$ cat src/rtl/bit_diff_pkg.sv
// Shared types and helpers for the bit_diff encoder/counter family.
// Holds the FSM state encoding, the diff-width rule and the LFSR feedback mask.
package bit_diff_pkg;

  typedef enum logic [1:0] {
    IDLE  = 2'd0,
    BUILD = 2'd1,
    DONE  = 2'd2
  } state_t;

  // Fibonacci taps 16,14,13,11 expressed as a mask over bits [15:0]
  localparam logic [15:0] LFSR_TAPS = 16'hB400;

  function automatic int diff_width(input int width);
    return $clog2(2 * width + 1);
  endfunction

endpackage

$ cat src/rtl/lfsr16.sv
// 16-bit Fibonacci LFSR used to scatter ones in bit_diff_encoder.
// Advances one step per enabled cycle; seed must be non-zero to avoid lock-up.
module lfsr16
  import bit_diff_pkg::*;
#(
  parameter logic [15:0] SEED = 16'hACE1
) (
  input  logic clk,
  input  logic rst,
  input  logic en,
  output logic out
);

  logic [15:0] r_state;
  logic        w_fb;

  assign w_fb = ^(r_state & LFSR_TAPS);
  assign out  = r_state[15];

  always_ff @(posedge clk or posedge rst) begin
    if (rst) begin
      r_state <= SEED;
    end else if (en) begin
      r_state <= {r_state[14:0], w_fb};
    end
  end

endmodule

$ cat src/rtl/bit_diff_encoder.sv
// Serially builds a WIDTH-bit word whose (#ones - #zeros) equals a signed target.
// Optional scattered placement via `define BIT_DIFF_ENCODER_LFSR_EN; default packs ones low.
module bit_diff_encoder
  import bit_diff_pkg::*;
#(
  parameter int          WIDTH     = 32,
  parameter int          DIFF_W    = diff_width(WIDTH),
  parameter logic [15:0] LFSR_SEED = 16'hACE1
) (
  input  logic                     clk,
  input  logic                     rst,
  input  logic                     go,
  input  logic signed [DIFF_W-1:0] diff,
  output logic                     ready,
  output logic [WIDTH-1:0]         data,
  output logic                     done,
  output logic                     error
);

  localparam int CNT_W = $clog2(WIDTH + 1);
  localparam logic signed [DIFF_W:0] W_S  = (DIFF_W + 1)'(WIDTH);
  localparam logic signed [DIFF_W:0] W2_S = (DIFF_W + 1)'(2 * WIDTH);
  localparam logic [CNT_W-1:0]       ONE  = CNT_W'(1);
  localparam logic [CNT_W-1:0]       FULL = CNT_W'(WIDTH);

  state_t             r_state;
  state_t             w_state_nxt;
  logic [CNT_W-1:0]   r_ones_rem;
  logic [CNT_W-1:0]   r_pos_rem;
  logic [WIDTH-1:0]   r_shift;
  logic [WIDTH-1:0]   r_data;
  logic               r_done;
  logic               r_error;

  logic signed [DIFF_W:0] w_diff_ext;
  logic signed [DIFF_W:0] w_sum;
  logic                   w_valid;
  logic [CNT_W-1:0]       w_ones_ld;
  logic                   w_accept;
  logic                   w_last;
  logic                   w_choice;
  logic                   w_bit;
  logic [WIDTH-1:0]       w_shift_nxt;

  // One extra bit keeps diff+WIDTH from wrapping at the range edges
  assign w_diff_ext = {diff[DIFF_W-1], diff};
  assign w_sum      = w_diff_ext + W_S;
  assign w_valid    = (w_sum[DIFF_W] == 1'b0) && (w_sum <= W2_S) && (w_sum[0] == 1'b0);
  assign w_ones_ld  = w_sum[CNT_W:1];

  assign ready    = (r_state == IDLE) || (r_state == DONE);
  assign w_accept = go && ready;
  assign w_last   = (r_pos_rem == ONE);

`ifdef BIT_DIFF_ENCODER_LFSR_EN
  logic w_lfsr_bit;

  lfsr16 #(
    .SEED (LFSR_SEED)
  ) u_lfsr (
    .clk (clk),
    .rst (rst),
    .en  (r_state == BUILD),
    .out (w_lfsr_bit)
  );

  assign w_choice = w_lfsr_bit;
`else
  logic w_unused_seed;

  assign w_unused_seed = ^LFSR_SEED;
  assign w_choice      = 1'b1;
`endif

  // Forced ones first, then exhausted ones, then the free choice
  always_comb begin
    w_bit = w_choice;
    if (r_ones_rem == r_pos_rem) begin
      w_bit = 1'b1;
    end else if (r_ones_rem == '0) begin
      w_bit = 1'b0;
    end
  end

  assign w_shift_nxt = {w_bit, r_shift[WIDTH-1:1]};

  always_comb begin
    w_state_nxt = r_state;
    unique case (r_state)
      IDLE, DONE: begin
        if (go) begin
          w_state_nxt = w_valid ? BUILD : DONE;
        end
      end
      BUILD: begin
        if (w_last) begin
          w_state_nxt = DONE;
        end
      end
      default: w_state_nxt = IDLE;
    endcase
  end

  always_ff @(posedge clk or posedge rst) begin
    if (rst) begin
      r_state <= IDLE;
    end else begin
      r_state <= w_state_nxt;
    end
  end

  always_ff @(posedge clk or posedge rst) begin
    if (rst) begin
      r_ones_rem <= '0;
      r_pos_rem  <= '0;
      r_shift    <= '0;
      r_data     <= '0;
      r_done     <= 1'b0;
      r_error    <= 1'b0;
    end else if (w_accept) begin
      if (w_valid) begin
        r_ones_rem <= w_ones_ld;
        r_pos_rem  <= FULL;
        r_shift    <= '0;
        r_done     <= 1'b0;
        r_error    <= 1'b0;
      end else begin
        r_data  <= '0;
        r_done  <= 1'b1;
        r_error <= 1'b1;
      end
    end else if (r_state == BUILD) begin
      r_shift   <= w_shift_nxt;
      r_pos_rem <= r_pos_rem - ONE;
      if (w_bit) begin
        r_ones_rem <= r_ones_rem - ONE;
      end
      // Publish only the finished word so data never shows a partial build
      if (w_last) begin
        r_data <= w_shift_nxt;
        r_done <= 1'b1;
      end
    end
  end

  assign data  = r_data;
  assign done  = r_done;
  assign error = r_error;

endmodule
$ cat config.mk
export PLATFORM = sky130hd
export DESIGN_NAME = bit_diff_encoder
export DESIGN_NICKNAME = d
export VERILOG_FILES = /design/src/rtl/bit_diff_pkg.sv /design/src/rtl/lfsr16.sv /design/src/rtl/bit_diff_encoder.sv
export SDC_FILE = /design/constraint.sdc
export NUM_CORES = 1
export LEC_CHECK = 0
export BUFFER_PORTS_ARGS = -buffer_cell sky130_fd_sc_hd__clkbuf_2
export CAP_MARGIN = 20
export CORE_MARGIN = 2
export CORE_UTILIZATION = 42
export CTS_CLUSTER_SIZE = 24
export DETAILED_ROUTE_END_ITERATION = 10
export MAX_ROUTING_LAYER = met4
export PLACE_DENSITY = 0.62
export RECOVER_POWER = 100
export SYNTH_ARGS = -nofsm -noshare
export SYNTH_HDL_FRONTEND = slang
export SYNTH_SLANG_ARGS = --single-unit
export TNS_END_PERCENT = 5
$ cat constraint.sdc
create_clock -name clk -period 5.7 [get_ports clk]
set_input_delay 0.285 -clock clk [delete_from_list [all_inputs] [get_ports clk]]
set_output_delay 0.285 -clock clk [all_outputs]
set_load 0.02 [all_outputs]
Yosys cells after proc, flatten, opt, wreduce, memory -nomap -nowiden
Cells that the tools add are included.
- bits in registers: 80
- input bits: 10
- output and inout port bits: 35
- logic and storage cells: 60
- $add $sub $neg: 3
- magnitude comparators: 1
- equality and inequality tests: 8
- muxes and demuxes: 24
- bitwise operators: 2
- reductions and logical operators: 15
- operators with widths (operator ; count):
    32-bit two-way mux ; 7
    6-bit two-way mux ; 7
    6-bit by 1-bit subtractor with 6-bit output (second input constant) ; 2
    7-bit by 7-bit adder with 8-bit output (second input constant) ; 1
    8-bit <= comparator (second input constant) ; 1
    2-bit inequality test (second input constant) ; 4
    6-bit by 1-bit equality test with 1-bit output (second input constant) ; 1
    6-bit equality test ; 1
    6-bit logical NOT ; 1
    1-bit two-way mux ; 6
    2-bit two-way mux ; 3
    2-bit AND reduction ; 3
    3-bit AND reduction ; 2
    2-bit nonzero test ; 3
    2-bit one-hot mux with 2 select lines ; 1
    1-bit logical AND ; 3
    2-bit by 1-bit equality test with 1-bit output (second input constant) ; 1
    2-bit equality test (second input constant) ; 1
    2-bit logical NOT ; 1
    1-bit NOT ; 2
    2-bit OR reduction ; 1
    1-bit logical OR ; 1

Depth between registers and ports, before layout
Gate-level depths: netlist of the first run.
- depth after elaboration: 7
- mapped depth: 9
- gate-level depth less buffers: 7

Least setup slack after synthesis of the first run
OpenSTA, ideal clock, no wires.
- path kind: input to register
- from: in diff[1]
- to: reg r_ones_rem[0]
- library setup time: 124 ps
- data arrival time: 1795 ps
- required time: 5576 ps
- path slack: 3781 ps
- stages: 6
- buffers on the path: 1
- cells stage by stage: o41a_1 > nor4_4 > nor2_2 > or2_0 > clkbuf_1 > a211o_1
- cells in the longest elaborated chain, start to end: 6
- elaborated cells on any way between the ends: 9
- classes of those cells: add/sub (1); order compare (1); eq/ne (1); mux (2); bitwise (1); reduce/logical (3)
- ends and longest elaborated chain (element ; RTL line ; source):
    start, declared ; bit_diff_encoder.sv:13 ; input logic signed [DIFF_W-1:0] diff,
    7-bit by 7-bit adder with 8-bit output * ; bit_diff_encoder.sv:47 ; assign w_sum = w_diff_ext + W_S;
    8-bit <= comparator or 1-bit NOT (tied branches) ; bit_diff_encoder.sv:48 ; assign w_valid = (w_sum[DIFF_W] == 1'b0) && (w_sum <= W2_S) && (w_sum[0] == 1'b0);
    1-bit logical AND (2 in series) ; bit_diff_encoder.sv:48 ;
    2-bit inequality test (no source line) ; - ;
    3-bit AND reduction (no source line) ; - ;
    end signal, assigned ; bit_diff_encoder.sv:122 ; r_ones_rem <= w_ones_ld;
    end signal, assigned ; bit_diff_encoder.sv:136 ; r_ones_rem <= r_ones_rem - ONE;
    end, declared ; bit_diff_encoder.sv:28 ; logic [CNT_W-1:0] r_ones_rem;
Mark *: on every way between the ends. The rest lies on a longest branch, timed or not. The select of a mux whose other input is x is not followed.
A chain may end at the register's enable or synchronous reset.

Worst setup path after layout of the first run
- from: reg r_state[0]
- to: reg r_data[31], in the netlist data[31]
- cells in the longest elaborated chain, start to end: 5
- elaborated cells on any way between the ends: 10
- classes of those cells: eq/ne (3); mux (1); reduce/logical (6)
- ends and longest elaborated chain (element ; RTL line ; source):
    start, declared ; bit_diff_encoder.sv:26 ; state_t r_state;
    start signal, assigned ; bit_diff_encoder.sv:108 ; r_state <= w_state_nxt;
    2-bit equality test or 2-bit logical NOT (tied branches) ; bit_diff_encoder.sv:51 ; assign ready = (r_state == IDLE) || (r_state == DONE);
    1-bit logical OR ; bit_diff_encoder.sv:51 ;
    1-bit logical AND ; bit_diff_encoder.sv:52 ; assign w_accept = go && ready;
    2-bit inequality test (no source line) or 2-bit nonzero test (tied branches) ; - ;
    3-bit AND reduction (no source line) ; - ;
    end signal, assigned ; bit_diff_encoder.sv:140 ; r_data <= w_shift_nxt;
    end, declared ; bit_diff_encoder.sv:31 ; logic [WIDTH-1:0] r_data;
Parallel ways exist; a longest one is shown, timed or not.

==> reports/metrics.cfg, run 1 <==
[setup_path]
arrival_ns = 4.02
rr_worst_depth = 7
cp_top_family = buffers and inverters
crit_buf_inv = 3
crit_type = flip-flop to flip-flop
path_cells = nor2b_2, clkbuf_1, and2_0, clkbuf_1, a21oi_2, buf_4, mux2_2
cp.required_ns = 5.93
slowest_delay_ns = 1.04
cp_slowest_cell = clkbuf_1
reg2reg_slack_ns = 1.91
crit_cells = 7
reg2reg_from = r_state[0]
end_kind = flip-flop
cp_max_fo = 33
cpMostUsedCell = clkbuf_1
regToRegEndpoint = data[31]
start_kind = flip-flop

[power]
comb_power_share = 0.209
p_int_mw = 0.9737
p_sw_mw = 0.4781
power.total_mw = 1.452
pwr-share-clk = 0.296
p_per_area_nw_per_um2 = 396.5
ir_drop_mv = 0.2608
p_sw_frac = 0.3293
leakage_nw = 1.693
seq_power_share = 0.495

[synth]
synth_fp_nets = 272
synthMuxAreaShare = 0.01014
synthCells = 256
synth_top_family_by_area = compound AO/OA/AOI/OAI gates
avgSynthCellArea_um2 = 12.53
synth-compound-area-share = 0.2115
syn_area_um2 = 3207
synth_simple_gate_area_frac = 0.07920
ys_types = 36
synth-xor-area-share = 0.02731
ys_seq_area_frac = 0.6165
ys.warnings.count = 0
synth_fa_ha_area_frac = 0.02341
ys_ff_latch = 79

[place]
place_area_um2 = 3526
gp_congestion = 0.7815
pre_cts_slack_ns = 3.238
dp_hpwl_um = 3938
placedCellCount = 386
numPortBuffers = 44

[route]
drtIter0Drc = 113
post_drt_wl_per_cell_um = 15.09
dr.pass1.iters = 4
postRouteAntennaNets = 0
viasPerCell = 5.341
drc = 0
totalWireLength_um = 6068
vias = 2147

[outcome]
violations = capacitance limit, slew limit
status = finished with violations

[die]
initial_core_util = 0.4374
rows = 31
die_area_um2 = 8350
die_x_um = 91.38
die_h_um = 91.38
io_pins = 45
core_um2 = 7331

[clocking]
clk_path_buf_depth = 2
insertion_delay_ns = 0.34
clk_pin_slew_ns = 0.09
cts-resized-gates = 0
cts_tree = built
cts_setup_buffers = 0
holdBufCountCts = 0
cts_sinks = 79
htree_levels = 3
clock-root-buffer = clkbuf_8
cts_buffers = 9

[layout]
layout.cells.non_filler = 402
layout_commonest_cell = dfrtp_1
final_cell_mix = 79 x dfrtp_1, 60 x a22o_1, 38 x clkbuf_1, 19 x nor2_1, 10 x clkbuf_8
fin_util = 0.4994
areaGrowthSynthToFinish_pct = 14.16
final_area_um2 = 3661
antennaDiodeCount = 0
final_net_count = 314
drive_gt1_frac = 0.1056

[worst_hold_path]
min_path_type = input pin to async pin

[timing]
fin_skew_ns = 0.007668
finalCriticalPeriod_ns = 3.785
tightestPinTransition_ns = 1.716
period_share = 0.6641
tns_ns = 0
drv_slew = 42
rsz0062_at_grt = false
slew_headroom = -0.1437
setup_viol = 0
fmax_mhz = 264.2
hold_viol = 0
fin_ws_ns = 1.915
holdWs_ns = 0.2083

[global_route]
grt_overflow = 0
antenna_found_initial = 0
grt.total_usage = 0.1579
grt_pass1_vias = 2095
grt_pass1_wl_um = 10350
grt_max_degree = 80

[flow_run]
maxCapViolCount = 1

## Yosys cell counts (all sizes together)
master	number	area [um^2]
dfrtp	79	1977
a22o	60	525.5
nor2	20	77.58
clkbuf	13	48.80
inv	8	30.03
xor2	8	70.07
a21oi	6	33.78
ha	6	75.07
nand2	6	22.52
o21ai	6	30.03
buf	5	23.77
nor3	5	25.02
nor4	5	46.29
a31oi	3	18.77
nand2b	3	18.77
and3	2	12.51
mux2	2	22.52
nor2b	2	12.51
nor3b	2	15.01
o22a	2	17.52
xnor2	2	17.52
a2111oi	1	8.760
a211o	1	8.760
a32o	1	10.01
and2	1	6.260
mux2i	1	10.01
nand3	1	5.000
o21bai	1	7.510
o22ai	1	6.260
o41a	1	11.26
or2	1	6.260
or3	1	6.260
## cells by family (layout without fill, tap and decap cells)
family,after synthesis,after routing
xor gates and xnor gates,10,10
muxes,3,3
AOI/OAI and AO/OA,83,83
DFF,79,79
and+or+nand+nor,49,49
adders and majority gates,6,6
buffers and inverters,26,73
## worst max-delay path by stage
stage,start,endpoint
6_report,r_state[0],data[31]
5_1_grt,r_state[0],data[31]
4_1_cts,r_state[0],data[31]
3_5_place_dp,diff[1],r_ones_rem[0]
3_3_place_gp,r_state[0],data[31]
2_1_floorplan,rst,data[0]
## power by group through the flow
| stage | sequential [mW] | clock, mW | combinational, mW |
|---|---|---|---|
| final | 0.719 | 0.430 | 0.303 |
| after global routing | 0.731 | 0.472 | 0.344 |
| after CTS | 0.718 | 0.444 | 0.314 |
| after detailed placement | 0.728 | 0 | 0.313 |
| after global placement | 0.729 | 0 | 0.306 |
| after floorplan | 0.716 | 0 | 0.243 |
## sequential cells by signal, indices dropped and copies added (netlist names)
| signal | cells |
|---|---|
| r_pos_rem | 6 |
| r_state | 2 |
| r_ones_rem | 6 |
| data | 32 |
| done | 1 |
| r_shift | 31 |
| error | 1 |
## area by class of cell
| class | instances | area (um^2) |
|---|---|---|
| fill | 676 | 3670 |
| sequential | 79 | 1977 |
| multi-input combinational | 151 | 1115 |
| timing repair buffer | 49 | 202.7 |
| clock buffer | 10 | 137.6 |
| tap | 99 | 123.9 |
| clock inverter | 6 | 75.07 |
| inverter | 8 | 30.03 |
## per-layer routing
metal	global-route usage	vias up	routed length (um)
li1	-	1029	-
met1	0.2277	1066	3090
met2	0.2224	44	2680
met3	0.02822	8	226
met4	0.06061	0	70
met5	-	-	0
## worst min-delay path: stages
cell	delay, ns
clkbuf_2	0.08
clkinv_1	0.03
buf_4	0.72
Note: power is estimated with default switching activity, not from simulation.
==> inputs of run 2 (changes only) <==
--- a/config.mk
+++ b/config.mk
@@ -12,7 +12,7 @@
 export CTS_CLUSTER_SIZE = 24
 export DETAILED_ROUTE_END_ITERATION = 10
 export MAX_ROUTING_LAYER = met4
-export PLACE_DENSITY = 0.62
+export PLACE_DENSITY = 0.65
 export RECOVER_POWER = 100
 export SYNTH_ARGS = -nofsm -noshare
 export SYNTH_HDL_FRONTEND = slang
==> constraint.sdc (replaced) <==
create_clock -name clk -period 3.1 [get_ports clk]
set_input_delay 0.155 -clock clk [delete_from_list [all_inputs] [get_ports clk]]
set_output_delay 0.155 -clock clk [all_outputs]
set_load 0.02 [all_outputs]
==> run 2 against run 1 <==
Fmax up 47%. The run now ends clean. Final cell count up 1.0%. Sequential power up 84%. Die area unchanged.
==> reports/metrics.cfg, run 2 (synthesis gave the netlist of run 1 again) <==
[layout]
layout_commonest_cell = dfrtp_1  ; unchanged
areaGrowthSynthToFinish_pct = 15.65  ; was 14.16%
drive_gt1_frac = 0.1107  ; was 0.1056
layout.cells.non_filler = 406  ; was 402
antennaDiodeCount = 0  ; unchanged
final_cell_mix = 79 x dfrtp_1, 60 x a22o_1, 38 x clkbuf_1, 19 x nor2_1, 12 x clkbuf_2  ; was 79 x dfrtp_1, 60 x a22o_1, 38 x clkbuf_1, 19 x nor2_1, 10 x clkbuf_8
final_net_count = 318  ; was 314
largest_register_ffs = 32  ; unchanged

[setup_path]
slowest_delay_ns = 0.86  ; was 1.04 ns
path_cells = nor2b_1, buf_4, and2_0, a21oi_1, clkbuf_1, a22o_1  ; was nor2b_2, clkbuf_1, and2_0, clkbuf_1, a21oi_2, buf_4, mux2_2
arrival_ns = 2.84  ; was 4.02 ns
cp.required_ns = 3.37  ; was 5.93 ns
cp_max_fo = 33  ; unchanged
crit_type = flip-flop to flip-flop  ; unchanged
start_kind = flip-flop  ; unchanged
cp_slowest_cell = a21oi_1  ; was clkbuf_1
end_kind = flip-flop  ; unchanged

[route]
dr.pass1.iters = 5  ; was 4
post_drt_wl_per_cell_um = 15.51  ; was 15.09 um
drtIter0Drc = 75  ; was 113
viasPerCell = 5.394  ; was 5.341
vias = 2190  ; was 2147
drc = 0  ; unchanged
totalWireLength_um = 6299  ; was 6068 um
postRouteAntennaNets = 0  ; unchanged

[worst_hold_path]
min_path_type = input pin to flip-flop  ; was input pin to async pin

[timing]
fin_skew_ns = 0.007368  ; was 0.007668 ns
finalCriticalPeriod_ns = 2.575  ; was 3.785 ns
fmax_mhz = 388.3  ; was 264.2 MHz
tightestPinTransition_ns = 1.329  ; was 1.716 ns
tns_ns = 0  ; unchanged
slew_headroom = 0.1130  ; was -0.1437
drv_slew = 0  ; was 42
holdWs_ns = 0.1464  ; was 0.2083 ns
period_share = 0.8307  ; was 0.6641
setup_viol = 0  ; unchanged
rsz0062_at_grt = false  ; unchanged
hold_viol = 0  ; unchanged

[place]
dp_hpwl_um = 4077  ; was 3938 um
gp_congestion = 0.8182  ; was 0.7815
numPortBuffers = 44  ; unchanged
placedCellCount = 389  ; was 386

[die]
rows = 31  ; unchanged
core_um2 = 7331  ; unchanged
die_h_um = 91.38  ; unchanged
io_pins = 45  ; unchanged
die_area_um2 = 8350  ; unchanged
initial_core_util = 0.4374  ; unchanged
die_x_um = 91.38  ; unchanged

[global_route]
grt.total_usage = 0.1637  ; was 0.1579
antenna_found_initial = 0  ; unchanged
grt_pass1_vias = 2097  ; was 2095
grt_overflow = 0  ; unchanged
grt_max_degree = 38  ; was 80
grt_pass1_wl_um = 10580  ; was 10350 um

[power]
ir_drop_mv = 0.4191  ; was 0.2608 mV
p_per_area_nw_per_um2 = 737.4  ; was 396.5 nW/um^2
leakage_nw = 1.723  ; was 1.693 nW

[clocking]
insertion_delay_ns = 0.33  ; was 0.34 ns
cts_buffers = 9  ; unchanged
cts_tree = built  ; unchanged
clock-root-buffer = clkbuf_8  ; unchanged
cts-resized-gates = 0  ; unchanged
cts_sinks = 79  ; unchanged
clk_path_buf_depth = 2  ; unchanged
htree_levels = 3  ; unchanged
clk_pin_slew_ns = 0.08  ; was 0.09 ns

[outcome]
status = completed  ; was finished with violations

[flow_run]
maxCapViolCount = 0  ; was 1

run 2: through the flow:
stage	total power, mW	cell area (um^2)	setup WS (ns)	utilization
floorplan	1.762	3207	0.9216	-
global placement	1.922	3541	0.7507	0.4830
detailed placement	1.935	3541	0.7663	0.4830
CTS	2.773	3774	0.7545	0.5148
global route	2.886	3709	0.3465	0.5059
finish	2.735	3709	0.5249	0.5059
run 2: area by class of cell:
class	count	area [um^2]
fill	664	3622
sequential	79	1977
multi-input combinational	151	1124
timing repair buffer	53	231.5
clock buffer	11	141.4
tap	99	123.9
clock inverter	5	81.33
inverter	8	30.03
run 2: worst max-delay path, delay by kind of cell (launching register included):
kind / cells / cell delay, ns
AND/OR/NAND/NOR: 2 / 0.35
flip-flops: 1 / 0.42
AO/OA/AOI/OAI: 2 / 1.07
buffers and inverters: 2 / 0.68
run 2: power breakdown:
| group | switching (mW) | internal (mW) |
|---|---|---|
| Clock | 0.356 | 0.476 |
| Combinational | 0.351 | 0.228 |
| Sequential | 0.158 | 1.17 |
run 2: layer usage:
layer	part of all wire	track usage
met1	0.50	0.2340
met2	0.46	0.2310
met3	0.033	0.03071
met4	0.011	0.06439
met5	0	-
run 2: final timing paths:
path,start,endpoint,cells past startpoint,slack (ns)
max in group asynchronous,rst,r_pos_rem[0],4,0.92
min in group asynchronous,rst,data[9],3,0.74
worst min register to register,data[3],data[3],1,0.50
worst min-delay path,diff[0],error,3,0.15
worst max-delay path,r_state[0],data[29],6,0.52
worst max register to register,r_state[0],data[29],6,0.52
run 2: what timing repair did:
action                                 CTS  global route
endpoints found under the hold margin   35             0
hold buffers                             1             0
setup buffers                            0             0
==> inputs of run 3 (changes only) <==
--- a/config.mk
+++ b/config.mk
@@ -12,7 +12,7 @@
 export CTS_CLUSTER_SIZE = 24
 export DETAILED_ROUTE_END_ITERATION = 10
 export MAX_ROUTING_LAYER = met4
-export PLACE_DENSITY = 0.65
+export PLACE_DENSITY = 0.62
 export RECOVER_POWER = 100
 export SYNTH_ARGS = -nofsm -noshare
 export SYNTH_HDL_FRONTEND = slang
==> constraint.sdc (replaced) <==
create_clock -name clk -period 2.5 [get_ports clk]
set_input_delay 0.125 -clock clk [delete_from_list [all_inputs] [get_ports clk]]
set_output_delay 0.125 -clock clk [all_outputs]
set_load 0.02 [all_outputs]
==> run 3 against run 2 <==
Routed wire length is 1.3% higher. First-iteration DRC count down 2.7%. Combinational power is 26% higher. Die area is the same. Worst setup slack got worse by 0.19 ns. Worst hold slack got worse by 0.049 ns. Total power is 19% higher.
==> reports/metrics.cfg, run 3 (synthesis gave the netlist of run 1 again) <==
[route]
postRouteAntennaNets = 0  ; unchanged
post_drt_wl_per_cell_um = 15.67  ; was 15.51 um
viasPerCell = 5.420  ; was 5.394
totalWireLength_um = 6378  ; was 6299 um
drc = 0  ; unchanged
vias = 2206  ; was 2190
dr.pass1.iters = 5  ; unchanged
drtIter0Drc = 73  ; was 75

[die]
io_pins = 45  ; unchanged
die_area_um2 = 8350  ; unchanged
die_x_um = 91.38  ; unchanged
initial_core_util = 0.4374  ; unchanged
rows = 31  ; unchanged
core_um2 = 7331  ; unchanged
die_h_um = 91.38  ; unchanged

[power]
p_per_area_nw_per_um2 = 882.5  ; was 737.4 nW/um^2
leakage_nw = 1.718  ; was 1.723 nW
power.total_mw = 3.256  ; was 2.735 mW
ir_drop_mv = 0.4739  ; was 0.4191 mV

[layout]
final_cell_mix = 79 x dfrtp_1, 60 x a22o_1, 35 x clkbuf_1, 20 x nor2_1, 11 x clkbuf_2  ; was 79 x dfrtp_1, 60 x a22o_1, 38 x clkbuf_1, 19 x nor2_1, 12 x clkbuf_2
drive_gt1_frac = 0.1201  ; was 0.1107
layout.cells.non_filler = 407  ; was 406
areaGrowthSynthToFinish_pct = 15.06  ; was 15.65%
final_net_count = 319  ; was 318
largest_register_ffs = 32  ; unchanged
fin_util = 0.5033  ; was 0.5059
layout_commonest_cell = dfrtp_1  ; unchanged
antennaDiodeCount = 0  ; unchanged

[global_route]
grt_pass1_wl_um = 11060  ; was 10580 um
grt_max_degree = 52  ; was 38
antenna_found_initial = 0  ; unchanged
grt_pass1_vias = 2148  ; was 2097
grt.total_usage = 0.1729  ; was 0.1637
grt_overflow = 0  ; unchanged

[clocking]
insertion_delay_ns = 0.35  ; was 0.33 ns
cts_tree = built  ; unchanged
clock-root-buffer = clkbuf_8  ; unchanged
cts_buffers = 9  ; unchanged
htree_levels = 3  ; unchanged
clk_pin_slew_ns = 0.08  ; about the same
cts_sinks = 79  ; unchanged
clk_path_buf_depth = 2  ; unchanged

[setup_path]
startpoint = r_state[0]  ; unchanged
cp.required_ns = 2.73  ; was 3.37 ns
reg2reg_slack_ns = 0.34  ; was 0.52 ns
cp_slowest_cell = clkbuf_2  ; was a21oi_1
reg2reg_from = r_state[0]  ; unchanged
crit_type = flip-flop to flip-flop  ; unchanged
end_kind = flip-flop  ; unchanged
rr_worst_depth = 5  ; was 6
regToRegEndpoint = r_shift[31]  ; was data[29]
cp_max_fo = 36  ; was 33
start_kind = flip-flop  ; unchanged
path_cells = nand2b_1, nor4_4, nor2_1, clkbuf_2, mux2_2  ; was nor2b_1, buf_4, and2_0, a21oi_1, clkbuf_1, a22o_1
arrival_ns = 2.40  ; was 2.84 ns
slowest_delay_ns = 0.62  ; was 0.86 ns

[flow_run]
maxCapViolCount = 0  ; unchanged

[timing]
drv_slew = 0  ; unchanged
tightestPinTransition_ns = 1.064  ; was 1.329 ns
setup_viol = 0  ; unchanged
hold_viol = 0  ; unchanged
slew_headroom = 0.2901  ; was 0.1130
tns_ns = 0  ; unchanged
finalCriticalPeriod_ns = 2.163  ; was 2.575 ns
fin_skew_ns = 0.01058  ; was 0.007368 ns
period_share = 0.8653  ; was 0.8307
fmax_mhz = 462.3  ; was 388.3 MHz
rsz0062_at_grt = false  ; unchanged

[worst_hold_path]
min_path_type = input pin to flip-flop  ; unchanged
hp-start = go  ; was diff[0]
hold_depth = 3  ; unchanged
holdPathEnd = r_state[1]  ; was error

[place]
dp_hpwl_um = 4291  ; was 4077 um
gp_congestion = 0.7961  ; was 0.8182
placedCellCount = 390  ; was 389
numPortBuffers = 44  ; unchanged

[outcome]
status = completed  ; unchanged

run 3: cell count changes in the layout (fill, tap and decap cells not counted):
| cell | previous run | this run |
|---|---|---|
| clkbuf_4 | 0 | 1 |
| inv_6 | 0 | 3 |
| clkinv_2 | 1 | 0 |
| nor2_2 | 1 | 0 |
| clkinv_4 | 1 | 2 |
| clkbuf_1 | 38 | 35 |
| nor2_1 | 19 | 20 |
| bufinv_16 | 2 | 0 |
| buf_4 | 3 | 6 |
| clkbuf_2 | 12 | 11 |
run 3: timing repair:
action,4_1_cts,5_1_grt
setup buffers,0,0
hold buffers,1,0
resized for setup,0,0
endpoints found under the hold margin,28,0
run 3: power breakdown:
| part | switching, mW | internal, mW |
|---|---|---|
| Clock | 0.486 | 0.401 |
| Sequential | 0.196 | 1.44 |
| Combinational | 0.436 | 0.292 |
| Total | 1.12 | 2.14 |
run 3: metrics by stage:
step	instance area, um^2	setup slack, ns	hold WS, ns
floorplan	3207	0.3516	0.2908
global placement	3561	0.5458	0.2265
detailed placement	3561	0.4498	0.2304
CTS	3760	0.4260	0.08420
global route	3690	0.1558	0.1049
finish	3690	0.3367	0.09730
run 3: worst max-delay path by stage:
stage / to / cells past startpoint
2_1_floorplan: data[0] / 1
3_3_place_gp: r_ones_rem[0] / 6
3_5_place_dp: r_ones_rem[4] / 7
4_1_cts: r_ones_rem[4] / 7
5_1_grt: r_ones_rem[3] / 6
6_report: r_shift[31] / 5
run 3: critical path, delay by kind of cell, from the launching register on:
| family | cells | cell delay [ns] |
|---|---|---|
| buf+inv | 1 | 0.62 |
| simple gates | 3 | 0.60 |
| flops | 1 | 0.42 |
| mux | 1 | 0.40 |
run 3: final cells by class:
| type | count | area, um^2 |
|---|---|---|
| inverters | 8 | 30.03 |
| clock inverters | 6 | 51.30 |
| repair buffers | 54 | 249.0 |
| clock buffers | 10 | 137.6 |
| multi-input cells | 151 | 1121 |
| fillers | 664 | 3641 |
| flip-flops and latches | 79 | 1977 |
| well taps | 99 | 123.9 |
run 3: layer usage:
layer | part of all wire | global-route usage | wire [um]
met2 | 0.43 | 0.2298 | 2770
met1 | 0.50 | 0.2504 | 3186
met5 | 0 | - | 0
met4 | 0.021 | 0.08460 | 131
met3 | 0.045 | 0.03568 | 289
